--- src/rtl/ram_loader.sv ---
// Boot-time loader: packs a byte stream little-endian into RAM words written
// from a base address while the CPU is held in reset, then hands the RAM write
// port to the CPU once a load has completed.
//
// Byte stream handshake: a byte transfers on a rising clk edge where
// byte_valid and byte_ready are both high; byte_ready does not depend on
// byte_valid, and byte_valid may stay low for any number of cycles.
module ram_loader #(
   parameter int ADDR_W = 14,
   parameter int DATA_W = 32
) (
   input  logic              clk,
   input  logic              rst,
   input  logic              start,
   input  logic              abort,
   input  logic [ADDR_W-1:0] load_base,
   input  logic [ADDR_W:0]   load_words,
   input  logic              byte_valid,
   input  logic [7:0]        byte_data,
   output logic              byte_ready,
   input  logic              cpu_we,
   input  logic [ADDR_W-1:0] cpu_addr,
   input  logic [DATA_W-1:0] cpu_wdata,
   output logic              ram_we,
   output logic [ADDR_W-1:0] ram_addr,
   output logic [DATA_W-1:0] ram_wdata,
   output logic              cpu_hold,
   output logic              busy,
   output logic              done,
   output logic [ADDR_W:0]   words_done,
   output logic [1:0]        state_dbg
);

   localparam int BPW   = DATA_W / 8;
   localparam int CNT_W = (BPW > 1) ? $clog2(BPW) : 1;

   typedef enum logic [1:0] {
      IDLE    = 2'd0,
      COLLECT = 2'd1,
      WRITE   = 2'd2,
      DONE    = 2'd3
   } state_t;

   state_t              state, state_nxt;
   logic [ADDR_W-1:0]   cur_addr;
   logic [ADDR_W:0]     total_words;
   logic [CNT_W-1:0]    byte_cnt;
   logic [DATA_W-1:0]   asm_word;
   logic                xfer;
   logic                last_byte;
   logic                last_word;

   assign xfer      = byte_valid && byte_ready;
   assign last_byte = (byte_cnt == CNT_W'(BPW - 1));
   assign last_word = ((words_done + 1'b1) == total_words);

   assign byte_ready = (state == COLLECT);
   assign busy       = (state == COLLECT) || (state == WRITE);
   assign done       = (state == DONE);
   assign cpu_hold   = (state != DONE);
   assign state_dbg  = state;

   // State register.
   always_ff @(posedge clk) begin
      if (rst) state <= IDLE;
      else     state <= state_nxt;
   end

   // Next-state logic; abort wins over everything while a load is running.
   always_comb begin
      state_nxt = state;
      case (state)
         IDLE, DONE: begin
            if (start) state_nxt = (load_words == '0) ? DONE : COLLECT;
         end
         COLLECT: begin
            if (abort)                  state_nxt = IDLE;
            else if (xfer && last_byte) state_nxt = WRITE;
         end
         WRITE: begin
            if (abort)          state_nxt = IDLE;
            else if (last_word) state_nxt = DONE;
            else                state_nxt = COLLECT;
         end
         default: state_nxt = IDLE;
      endcase
   end

   // Load parameters, byte assembly and word progress.
   always_ff @(posedge clk) begin
      if (rst) begin
         cur_addr    <= '0;
         total_words <= '0;
         byte_cnt    <= '0;
         asm_word    <= '0;
         words_done  <= '0;
      end else begin
         case (state)
            IDLE, DONE: begin
               if (start) begin
                  cur_addr    <= load_base;
                  total_words <= load_words;
                  byte_cnt    <= '0;
                  words_done  <= '0;
               end
            end
            COLLECT: begin
               if (!abort && xfer) begin
                  asm_word[{byte_cnt, 3'b000} +: 8] <= byte_data;
                  byte_cnt <= last_byte ? '0 : byte_cnt + 1'b1;
               end
            end
            WRITE: begin
               // The write happens this cycle even under abort, so it is counted.
               cur_addr   <= cur_addr + 1'b1;
               words_done <= words_done + 1'b1;
            end
            default: ;
         endcase
      end
   end

   // RAM write port: loader owns it until DONE, then it mirrors the CPU.
   always_comb begin
      ram_we    = 1'b0;
      ram_addr  = '0;
      ram_wdata = '0;
      case (state)
         WRITE: begin
            ram_we    = 1'b1;
            ram_addr  = cur_addr;
            ram_wdata = asm_word;
         end
         DONE: begin
            ram_we    = cpu_we;
            ram_addr  = cpu_addr;
            ram_wdata = cpu_wdata;
         end
         default: ;
      endcase
   end

endmodule

--- config.mk ---
export PLATFORM = sky130hd
export DESIGN_NAME = ram_loader
export DESIGN_NICKNAME = d
export VERILOG_FILES = /design/src/rtl/ram_loader.sv
export SDC_FILE = /design/constraint.sdc
export NUM_CORES = 1
export LEC_CHECK = 0
export ABC_AREA = 1
export BUFFER_PORTS_ARGS = -buffer_cell sky130_fd_sc_hd__buf_2
export CAP_MARGIN = 25
export CORE_MARGIN = 2
export CORE_UTILIZATION = 35
export CTS_CLUSTER_DIAMETER = 40
export DETAILED_ROUTE_END_ITERATION = 7
export PLACE_DENSITY = 0.65
export RECOVER_POWER = 50
export SKIP_CTS_REPAIR_TIMING = 1
export SLEW_MARGIN = 30
export SYNTH_ARGS = -nofsm -noshare
export SYNTH_HDL_FRONTEND = slang
export SYNTH_SLANG_ARGS = --single-unit
--- constraint.sdc ---
create_clock -name clk -period 5.5 [get_ports clk]
set_input_delay 0.275 -clock clk [delete_from_list [all_inputs] [get_ports clk]]
set_output_delay 0.275 -clock clk [all_outputs]
set_load 0.01 [all_outputs]
# Word-level counts from Yosys, hierarchy flattened
# Cells that the tools add are included.
# totals
reg_bits,80
inputBits,89
out_inout_bits,68
word_cells,55
# op_classes
n_addsub,4
eq_ne,9
shift,2
muxes,19
reduce_logical,15
# op_table
cell,count
$pmux W32 S2,1
$pmux W14 S2,2
$bwmux W32,1
$shift A8 B7 Y32 const A,1
$shiftx A8 B7 Y32,1
$pmux W15 S2,1
$mux W2,9
$add A15 B1 Y15 const B,1
$eq A15 B15 Y1,1
$logic_not A15 Y1,1
$mux W15,1
$add A14 B1 Y14 const B,1
$mux W14,1
$reduce_and A2 Y1,4
$neg A5 Y7,1
$eq A2 B2 Y1 const B,3
$pmux W2 S3,1
$ne A2 B2 Y1 const B,2
$pmux W2 S2,1
$reduce_bool A2 Y1,2
$logic_and A1 B1 Y1,3
$ne A3 B2 Y1 const B,1
$reduce_and A3 Y1,1
$add A2 B1 Y2 const B,1
7 further kinds,7

# Longest topological paths before layout
# Gate-level depths: netlist (run 1).
# depth
depth_word,6
depth_mapped,15
ltp_nobuf,15

# Least setup slack after synthesis (run 1)
# Ideal clock, no wire load.
# synth_path
path_kind,register to register
from,register byte_cnt[0]
to,register asm_word[19]
setup_time_ns,0.070
t_arrival_ns,1.808
setup_slack_ns,3.622
path_stages_with_launch,8
cell_sequence,dfxtp_1 clkinv_1 ha_1 clkbuf_1 nand2_1 nor3_1 o21ai_0 a21oi_1
# synth_between
elab_chain_cells,3
elab_cells_between_ends,4
# synth_lines
element,line_no,rtl
from (decl),47,logic [CNT_W-1:0] byte_cnt;
from (signal assigned),110,byte_cnt <= last_byte ? '0 : byte_cnt + 1'b1;
$neg A5 Y7 *,109,"asm_word[{byte_cnt, 3'b000} +: 8] <= byte_data;"
$shiftx A8 B7 Y32 or $shift A8 B7 Y32 (tied branches),109,
$bwmux W32 *,109,
"to (signal, indexed assignment)",109,
to (decl),48,logic [DATA_W-1:0] asm_word;
# Mark *: on every way between the ends. The rest lies on a longest branch, timed or not.
# A chain may end at the register's enable or synchronous reset.

# Worst setup path in the final report (run 1)
# layout_path
from,register state[1] (netlist: state_dbg[1])
to,register cur_addr[6]
# layout_between
elab_chain_cells,4
elab_cells_between_ends,8
# layout_lines
element,line_no,rtl
from (decl),44,"state_t state, state_nxt;"
from (signal assigned),66,else state <= state_nxt;
$eq A2 B2 Y1 or $logic_not A2 Y1 (tied branches),98,case (state)
$reduce_or A2 Y1,98,
$ne A2 B2 Y1 (no line) or $reduce_bool A2 Y1 (tied branches),--,
$reduce_and A2 Y1 (no line),--,
to (signal assigned),101,cur_addr <= load_base;
to (signal assigned),115,cur_addr <= cur_addr + 1'b1;
to (decl),45,logic [ADDR_W-1:0] cur_addr;
# Several ways; a longest one is shown, not always the timed one.

==> results of run 1 <==
[per-layer routing]
layer / vias up / track usage [%] / wire, um
li1: 2732 / - / -
met1: 2365 / 27.38 / 6852
met2: 154 / 31.57 / 6497
met3: 28 / 3.160 / 663
met4: 2 / 8.358 / 396
met5: - / 0 / 13
[through the flow]
| step | power, mW | utilization [%] |
|---|---|---|
| after floorplan | 1.356 | - |
| after global placement | 1.625 | 42.42 |
| after detailed placement | 1.630 | 42.42 |
| after CTS | 2.286 | 44.85 |
| after global routing | 2.431 | 44.52 |
| final | 2.271 | 44.52 |
[final cells by class]
class	count	share of cell area, %
inverter	91	5.794
sequential	80	27.16
multi-input combinational	536	44.93
timing repair buffer	159	12.92
tap	176	3.735
clock inverter	6	1.570
clock buffer	10	3.884
[kinds of logic after synthesis]
| kind of cell | Yosys count | synth area share [%] |
|---|---|---|
| xor gates and xnor gates | 3 | 0.8461 |
| and+or+nand+nor | 323 | 29.01 |
| AOI/OAI and AO/OA | 199 | 23.22 |
| DFF | 80 | 33.84 |
| buffers and inverters | 127 | 10.18 |
| adders and majority gates | 11 | 2.908 |
[state kept, by name (all words and copies together) (netlist names)]
name and cells:
asm_word 32, state_dbg 2, total_words 15, byte_cnt 2
words_done 15, cur_addr 14
[power by group through the flow]
stage | logic (mW) | registers, mW | clock network (mW)
floorplan | 0.586 | 0.770 | 0
global placement | 0.827 | 0.798 | 0
detailed placement | 0.831 | 0.799 | 0
CTS | 0.833 | 0.787 | 0.666
global route | 0.937 | 0.806 | 0.688
finish | 0.824 | 0.788 | 0.659
[critical path: stages, from the launching register on]
cell	delay, ns
dfxtp_1	0.40
ha_1	0.79
inv_1	0.52
o21ai_0	0.28
buf_4	0.28
inv_1	0.40
a311oi_1	0.39
a211oi_1	0.07
[cells in the mapped netlist, types with 2 or more instances]
cell      number  area share, %
nand3b_1       6           0.95
ha_1          11            2.9
nor2_2         4           0.53
buf_2          3           0.32
nand4_1        5           0.66
clkbuf_1      30            2.4
inv_1         87            6.9
a21oi_1       65            6.9
o211ai_1       3           0.48
a41oi_1        5           0.93
xnor2_1        2           0.37
dfxtp_1       80             34
nor4_1         5           0.66
nand2_1      178             14
buf_1          2           0.16
o21ai_0       95             10
nand2_2        3           0.40
nand3_1       51            5.4
inv_2          2           0.16
clkinv_1       2           0.16
a211oi_1      10            1.6
a31oi_1       10            1.3
nor2_1        62            4.9
a22o_1         2           0.37
nor2_4         3           0.71
a311oi_1       2           0.37
nor3_1         5           0.53
[worst paths after layout]
check                                  start      endpoint  slack, ns  cells past startpoint
worst max-delay path            state_dbg[1]   cur_addr[6]       2.22                      7
worst min-delay path            load_base[1]   cur_addr[1]       0.22                      3
worst max register to register  state_dbg[1]   cur_addr[6]       2.22                      7
worst min register to register  asm_word[29]  asm_word[29]       0.45                      2
==> impl_metrics.json, run 1 <==
{
  "status": "finished with violations",
  "violations": "capacitance limit, slew limit",
  "seqPwrFrac_pct": 34.7,
  "max-cap-violations": 1,
  "synthesis.nets": 843,
  "setup_ws_ns": 2.223,
  "max_freq_mhz": 305.2,
  "yosysUniqueCellTypes": 37,
  "finalSetupTns_ns": 0,
  "grt_pass1_wl_um": 23300,
  "fp-row-count": 42,
  "cts_tree": "done",
  "n_fill_cell": 1488,
  "drv_slew": 50,
  "numClockSinks": 80,
  "core_mm2": 0.01324,
  "antenna_cells": 0,
  "rsz0062_at_grt": "false",
  "synthCells": 743,
  "first_iter_violations": 359,
  "min_period_ns": 3.277,
  "slew_headroom_pct": -14.08,
  "holdCritPathClass": "in2reg",
  "ios": 157,
  "regArea_mm2": 0.001602,
  "grt_util_all_layers_pct": 20.06,
  "via_count": 5281,
  "htreeDepth": 3,
  "path_max_fanout": 28,
  "firstDrtPassIters": 4,
  "layout_commonest_cell": "nand2_1",
  "p_leak_nw": 2.443,
  "required_ns": 5.70,
  "die-area_mm2": 0.01447,
  "fin_crit_sh_pct": 59.58,
  "start_util_pct": 35.73,
  "clkLatencyLatePin_ns": 0.34,
  "ir_drop_uv": 178.9,
  "syn_area_mm2": 0.004732,
  "placed_cells": 1042,
  "layout-drive-gt1-share_pct": 17.57,
  "yosys_warnings": 0,
  "die_h_um": 120.3,
  "internal-power_mw": 1.352,
  "clock_path_buffers": 2,
  "clockPowerShare_pct": 29.0,
  "port_buffers": 156,
  "syn2layout_area_growth_pct": 24.59,
  "p_sw_mw": 0.9187,
  "antenna_found_initial": 1,
  "multi_input_area_mm2": 0.002649,
  "die_w_um": 120.3,
  "setup_viol": 0,
  "design_area_mm2": 0.005896,
  "cp-start-kind": "register",
  "synthArstFlopShare_pct": 0,
  "post-dp-hpwl_um": 10730,
  "worstMarginPinSlew_ns": 1.711,
  "place_area_mm2": 0.005618,
  "final_cells": 1058,
  "drt-wirelength-per-cell_um": 13.63,
  "numCtsBuffers": 9,
  "synth-main-ff-cell": "dfxtp_1",
  "mostFrequentLayoutCells": "nand2_1, buf_2, o21ai_0, inv_1, dfxtp_1",
  "drt.antenna.violating_nets": 0,
  "grt_pass1_vias": 4720,
  "cts-root-buf": "clkbuf_16",
  "hold_viol": 0,
  "p_comb_share_pct": 36.3,
  "nets": 977,
  "worstSetupEndpointType": "register",
  "grt_max_degree": 50,
  "worst-setup-path-type": "reg2reg",
  "ys_ff_latch": 80,
  "synth-edff-count": 0,
  "wirelength_um": 14420,
  "synth-seq-area-share_pct": 33.84,
  "swShare_pct": 40.45,
  "overflow": 0,
  "path_clk_slew_ns": 0.07,
  "critical_path_arrival_ns": 3.48,
  "avgSynthCellArea_um2": 6.369,
  "gp_congestion": 0.8821,
  "vias_per_cell": 4.991,
  "fin_skew_ns": 0.008827,
  "dp_slack_ns": 2.210,
  "hold_slack_ns": 0.2165,
  "power_density_mw_per_mm2": 385.2,
  "drc": 0
}
Power figures use the tool's default switching activity.
==> inputs of run 2 (changes only) <==
==> constraint.sdc (replaced) <==
create_clock -name clk -period 3.1 [get_ports clk]
set_input_delay 0.155 -clock clk [delete_from_list [all_inputs] [get_ports clk]]
set_output_delay 0.155 -clock clk [all_outputs]
set_load 0.01 [all_outputs]
==> run 2 against run 1 <==
  * First-iteration DRC count decreased by 25%
  * Hold slack worse by 0.13 ns
  * The flow now finishes without violations
  * Non-clock buffer count increased by 8
  * Die area unchanged
  * Global-route usage rose by 0.20 points
  * Largest cell class unchanged
  * Clock skew shrank 0.0016 ns
==> impl_metrics.json, run 2 (synthesized netlist as in run 1, its figures left out) <==
{
  "worstMarginPinSlew_ns": 1.148,
  "worst-setup-path-type": "reg2out",
  "internal-power_mw": 2.390,
  "firstDrtPassIters": 7,
  "min_period_ns": 2.512,
  "worstPathCellList": "ha_1, clkbuf_1, nand2_1, nand2_1, clkbuf_1",
  "numCtsBuffers": 9,
  "final_cells": 1066,
  "port_buffers": 156,
  "rsz0062_at_grt": "false",
  "critical_path_arrival_ns": 2.36,
  "max-cap-violations": 0,
  "cts_tree": "done",
  "fp-row-count": 42,
  "reg.largest.list": "asm_word: 32 flops, total_words: 15 flops, words_done: 15 flops",
  "required_ns": 2.94,
  "cpMaxStageDelayCell": "clkbuf_1",
  "global_route.usage.met3_pct": 3.443,
  "antenna_cells": 0,
  "drt-wirelength-per-cell_um": 13.47,
  "htreeDepth": 3,
  "path_max_fanout": 27,
  "die_w_um": 120.3,
  "layout-drive-gt1-share_pct": 19.10,
  "first_iter_violations": 271,
  "clock_path_buffers": 2,
  "post-dp-hpwl_um": 10760,
  "slew_headroom_pct": 23.50,
  "syn2layout_area_growth_pct": 25.81,
  "die_h_um": 120.3,
  "setup_viol": 0,
  "fin_skew_ns": 0.007204,
  "grt_util_met2_pct": 31.71,
  "status": "finished clean",
  "grt_pass1_wl_um": 23450,
  "max_freq_mhz": 398.0,
  "regArea_mm2": 0.001602,
  "layout_commonest_cell": "nand2_1",
  "seqPwrFrac_pct": 34.6,
  "finalSetupTns_ns": 0,
  "grt_pass1_vias": 4725,
  "holdCritPathClass": "in2reg",
  "core_mm2": 0.01324,
  "grt-busiest-layer": "met2",
  "p_sw_mw": 1.610,
  "clockPowerShare_pct": 28.0,
  "largest_register": "asm_word",
  "ios": 157,
  "placed_cells": 1049,
  "gp_congestion": 0.8269,
  "start_util_pct": 35.73,
  "numClockSinks": 80,
  "swShare_pct": 40.25,
  "dp_slack_ns": 0.9016,
  "hold_viol": 0,
  "clkLatencyLatePin_ns": 0.34,
  "worstSetupEndpointType": "output pin",
  "fin_crit_sh_pct": 81.05,
  "multi_input_area_mm2": 0.002649,
  "nets": 985,
  "n_fill_cell": 1435,
  "critical_path.top_delay_family": "buffers and inverters",
  "grt_util_all_layers_pct": 20.27,
  "antenna_found_initial": 0,
  "p_comb_share_pct": 37.5,
  "setup_ws_ns": 0.5876,
  "drv_slew": 0,
  "path_clk_slew_ns": 0.07,
  "drc": 0,
  "p_leak_nw": 2.512,
  "mostFrequentLayoutCells": "nand2_1, buf_2, o21ai_0, inv_1, dfxtp_1",
  "hold_slack_ns": 0.09146,
  "ir_drop_uv": 342.8,
  "via_count": 5183,
  "vias_per_cell": 4.862,
  "path_buf_inv": 2,
  "power_density_mw_per_mm2": 672.0,
  "met1_usage_pct": 28.21,
  "cts-root-buf": "clkbuf_16",
  "largest_reg_flops": 32,
  "overflow": 0,
  "wirelength_um": 14360,
  "grt_max_degree": 55,
  "drt.antenna.violating_nets": 0,
  "cp-start-kind": "register",
  "die-area_mm2": 0.01447,
  "slowest_delay_ns": 0.86
}
## run 2: cell types whose count changed in the layout (fill, tap and decap cells not counted), sizes merged
| cell | change |
|---|---|
| buf | +13 |
| clkbuf | -4 |
| bufinv | -1 |
| clkinv | +1 |
| clkinvlp | -1 |
## run 2: worst min-delay path: stages
cell	delay [ns]
buf_2	0.08
a21oi_1	0.05
a31oi_1	0.11
## run 2: metal layers
metal | share of wire [%] | vias to the layer above
li1 | - | 2744
met3 | 4.7 | 14
met5 | 0 | -
met2 | 45 | 118
met4 | 1.5 | 0
met1 | 49 | 2307
## run 2: worst paths after layout
path,from,to,slack [ns],cells past startpoint
max,state_dbg[1],ram_addr[12],0.59,5
min,load_base[4],cur_addr[4],0.09,3
max reg2reg,state_dbg[1],cur_addr[6],0.84,6
min reg2reg,asm_word[13],asm_word[13],0.45,2
## run 2: stage by stage
step           area, um^2  util [%]  power, mW
2_1_floorplan        4732         -      2.405
3_3_place_gp         5670     42.82      2.901
3_5_place_dp         5670     42.82      2.915
4_1_cts              5987     45.21      4.050
5_1_grt              5953     44.95      4.316
6_report             5953     44.95      4.001
## run 2: layout make-up
cell class                      count  share of cell area (%)
Clock inverter                      5                   1.072
Clock buffer                       11                   4.245
Multi-Input combinational cell    536                   44.49
Tap cell                          176                   3.699
Sequential cell                    80                   26.90
Inverter                           91                   5.738
Timing Repair Buffer              167                   13.85
## run 2: power groups by stage
stage          clock network [mW]  logic (mW)  registers, mW
3_3_place_gp                    0        1.50           1.40
6_report                     1.12        1.50           1.38
5_1_grt                      1.20        1.71           1.41
3_5_place_dp                    0        1.51           1.41
4_1_cts                      1.15        1.52           1.38
2_1_floorplan                   0        1.04           1.37
==> inputs of run 3 (changes only) <==
==> constraint.sdc (replaced) <==
create_clock -name clk -period 2.6 [get_ports clk]
set_input_delay 0.13 -clock clk [delete_from_list [all_inputs] [get_ports clk]]
set_output_delay 0.13 -clock clk [all_outputs]
set_load 0.01 [all_outputs]
==> run 3 against run 2 <==
  * Clock power up 8%
  * Sequential power up 20%
  * Clock-buffer cell count down 1
  * Final cell count up 0.28%
  * Non-clock buffer count up 3
  * Setup slack worse by 0.15 ns
  * Clock skew up 0.0079 ns
  * Largest cell class unchanged
==> impl_metrics.json, run 3 (synthesized netlist as in run 1, its figures left out) <==
{
  "numCtsBuffers": 9,
  "core_mm2": 0.01324,
  "holdCritPathClass": "in2reg",
  "start_util_pct": 35.73,
  "path_clk_slew_ns": 0.06,
  "grt_max_degree": 48,
  "rsz0062_at_grt": "false",
  "die_w_um": 120.3,
  "ir_drop_uv": 338.3,
  "max-cap-violations": 0,
  "cts_tree": "done",
  "slowest_delay_ns": 0.56,
  "fp-row-count": 42,
  "worst-setup-path-type": "reg2out",
  "vias_per_cell": 4.944,
  "placed_cells": 1053,
  "clkLatencyLatePin_ns": 0.35,
  "htreeDepth": 3,
  "grt_util_all_layers_pct": 20.21,
  "drt.antenna.violating_nets": 0,
  "cpMaxStageDelayCell": "ha_2",
  "numClockSinks": 80,
  "die-area_mm2": 0.01447,
  "required_ns": 2.47,
  "ios": 157,
  "mostFrequentLayoutCells": "nand2_1, buf_2, o21ai_0, inv_1, dfxtp_1",
  "reg.largest.list": "asm_word: 32 flops, total_words: 15 flops, words_done: 15 flops",
  "setup_viol": 0,
  "firstDrtPassIters": 6,
  "first_iter_violations": 332,
  "overflow": 0,
  "post-dp-hpwl_um": 10920,
  "worstPathCellList": "ha_2, clkbuf_1, a22o_1, clkbuf_1",
  "via_count": 5285,
  "gp_congestion": 0.8697,
  "antenna_found_initial": 0,
  "critical_path_arrival_ns": 2.04,
  "clock_path_buffers": 2,
  "die_h_um": 120.3,
  "crit_top_cell": "clkbuf_1",
  "fin_crit_sh_pct": 83.27,
  "drc": 0,
  "nets": 988,
  "utilization_pct": 44.84,
  "worstMarginPinSlew_ns": 0.5203,
  "power_density_mw_per_mm2": 787.3,
  "syn2layout_area_growth_pct": 25.49,
  "cp-start-kind": "register",
  "drv_slew": 0,
  "worstSetupEndpointType": "output pin",
  "antenna_cells": 0,
  "drt-wirelength-per-cell_um": 13.62,
  "max_freq_mhz": 461.9,
  "path_max_fanout": 24,
  "largest_register": "asm_word",
  "p_leak_nw": 2.504,
  "final_cells": 1069,
  "cts-root-buf": "clkbuf_16",
  "layout_commonest_cell": "nand2_1",
  "fin_skew_ns": 0.01508,
  "grt_pass1_vias": 4788,
  "port_buffers": 156,
  "n_fill_cell": 1476,
  "largest_reg_flops": 32,
  "finalSetupTns_ns": 0,
  "hold_viol": 0,
  "grt_pass1_wl_um": 23430,
  "wirelength_um": 14560,
  "layout-drive-gt1-share_pct": 19.26,
  "status": "finished clean",
  "slew_headroom_pct": 65.31,
  "min_period_ns": 2.165
}
==> run 3: changes by cell type in the layout (fill, tap and decap cells not counted), sizes merged <==
cell | previous run | this run
buf | 139 | 142
bufinv | 1 | 0
clkbuf | 39 | 38
clkinv | 4 | 5
inv | 90 | 91
==> run 3: worst paths after layout <==
kind                                   start           end  slack (ns)  depth (start not counted)
worst min register to register  asm_word[11]  asm_word[11]        0.46                          2
worst min-delay path            load_base[4]   cur_addr[4]        0.06                          3
worst max-delay path            state_dbg[1]  ram_addr[10]        0.43                          4
worst max register to register  state_dbg[0]   asm_word[4]        0.55                          9
==> run 3: layout make-up <==
class / count / area [um^2] / share of cell area (%)
Timing Repair Buffer: 170 / 843.3 / 14.20
Clock buffer: 10 / 229.0 / 3.856
Sequential cell: 80 / 1602 / 26.97
Inverter: 91 / 341.6 / 5.752
Clock inverter: 6 / 51.30 / 0.8639
Multi-Input combinational cell: 536 / 2651 / 44.65
Tap cell: 176 / 220.2 / 3.708
==> run 3: metal layers <==
| metal | vias up | wire, um | GRT usage [%] |
|---|---|---|---|
| met2 | 154 | 6453 | 32.07 |
| met3 | 16 | 843 | 3.396 |
| met1 | 2363 | 7020 | 27.83 |
| met5 | - | 0 | 0 |
| met4 | 0 | 245 | 6.904 |
| li1 | 2752 | - | - |
==> run 3: power breakdown <==
group	internal, mW	total, mW	switching [mW]
sequential	1.46	1.65	0.193
combinational	0.600	1.81	1.21
clock	0.659	1.21	0.554
total	2.72	4.67	1.96
==> run 3: per-stage QoR <==
stage               instance area (um^2)  hold slack (ns)  setup slack (ns)  power, mW
global route                        5938          0.06416            0.2815      5.042
finish                              5938          0.06265            0.4350      4.675
floorplan                           4732           0.2909            0.7221      2.868
global placement                    5700           0.4049            0.5317      3.510
detailed placement                  5700           0.4110            0.6097      3.518
CTS                                 5981          0.05110            0.4721      4.746
==> run 3: critical path, delay by kind of cell (launching register included) <==
| kind | cells | cell delay, ns |
|---|---|---|
| adder cells (fa/ha/maj) | 1 | 0.56 |
| buffers and inverters | 2 | 0.51 |
| AO/OA/AOI/OAI | 1 | 0.18 |
| flip-flops | 1 | 0.43 |
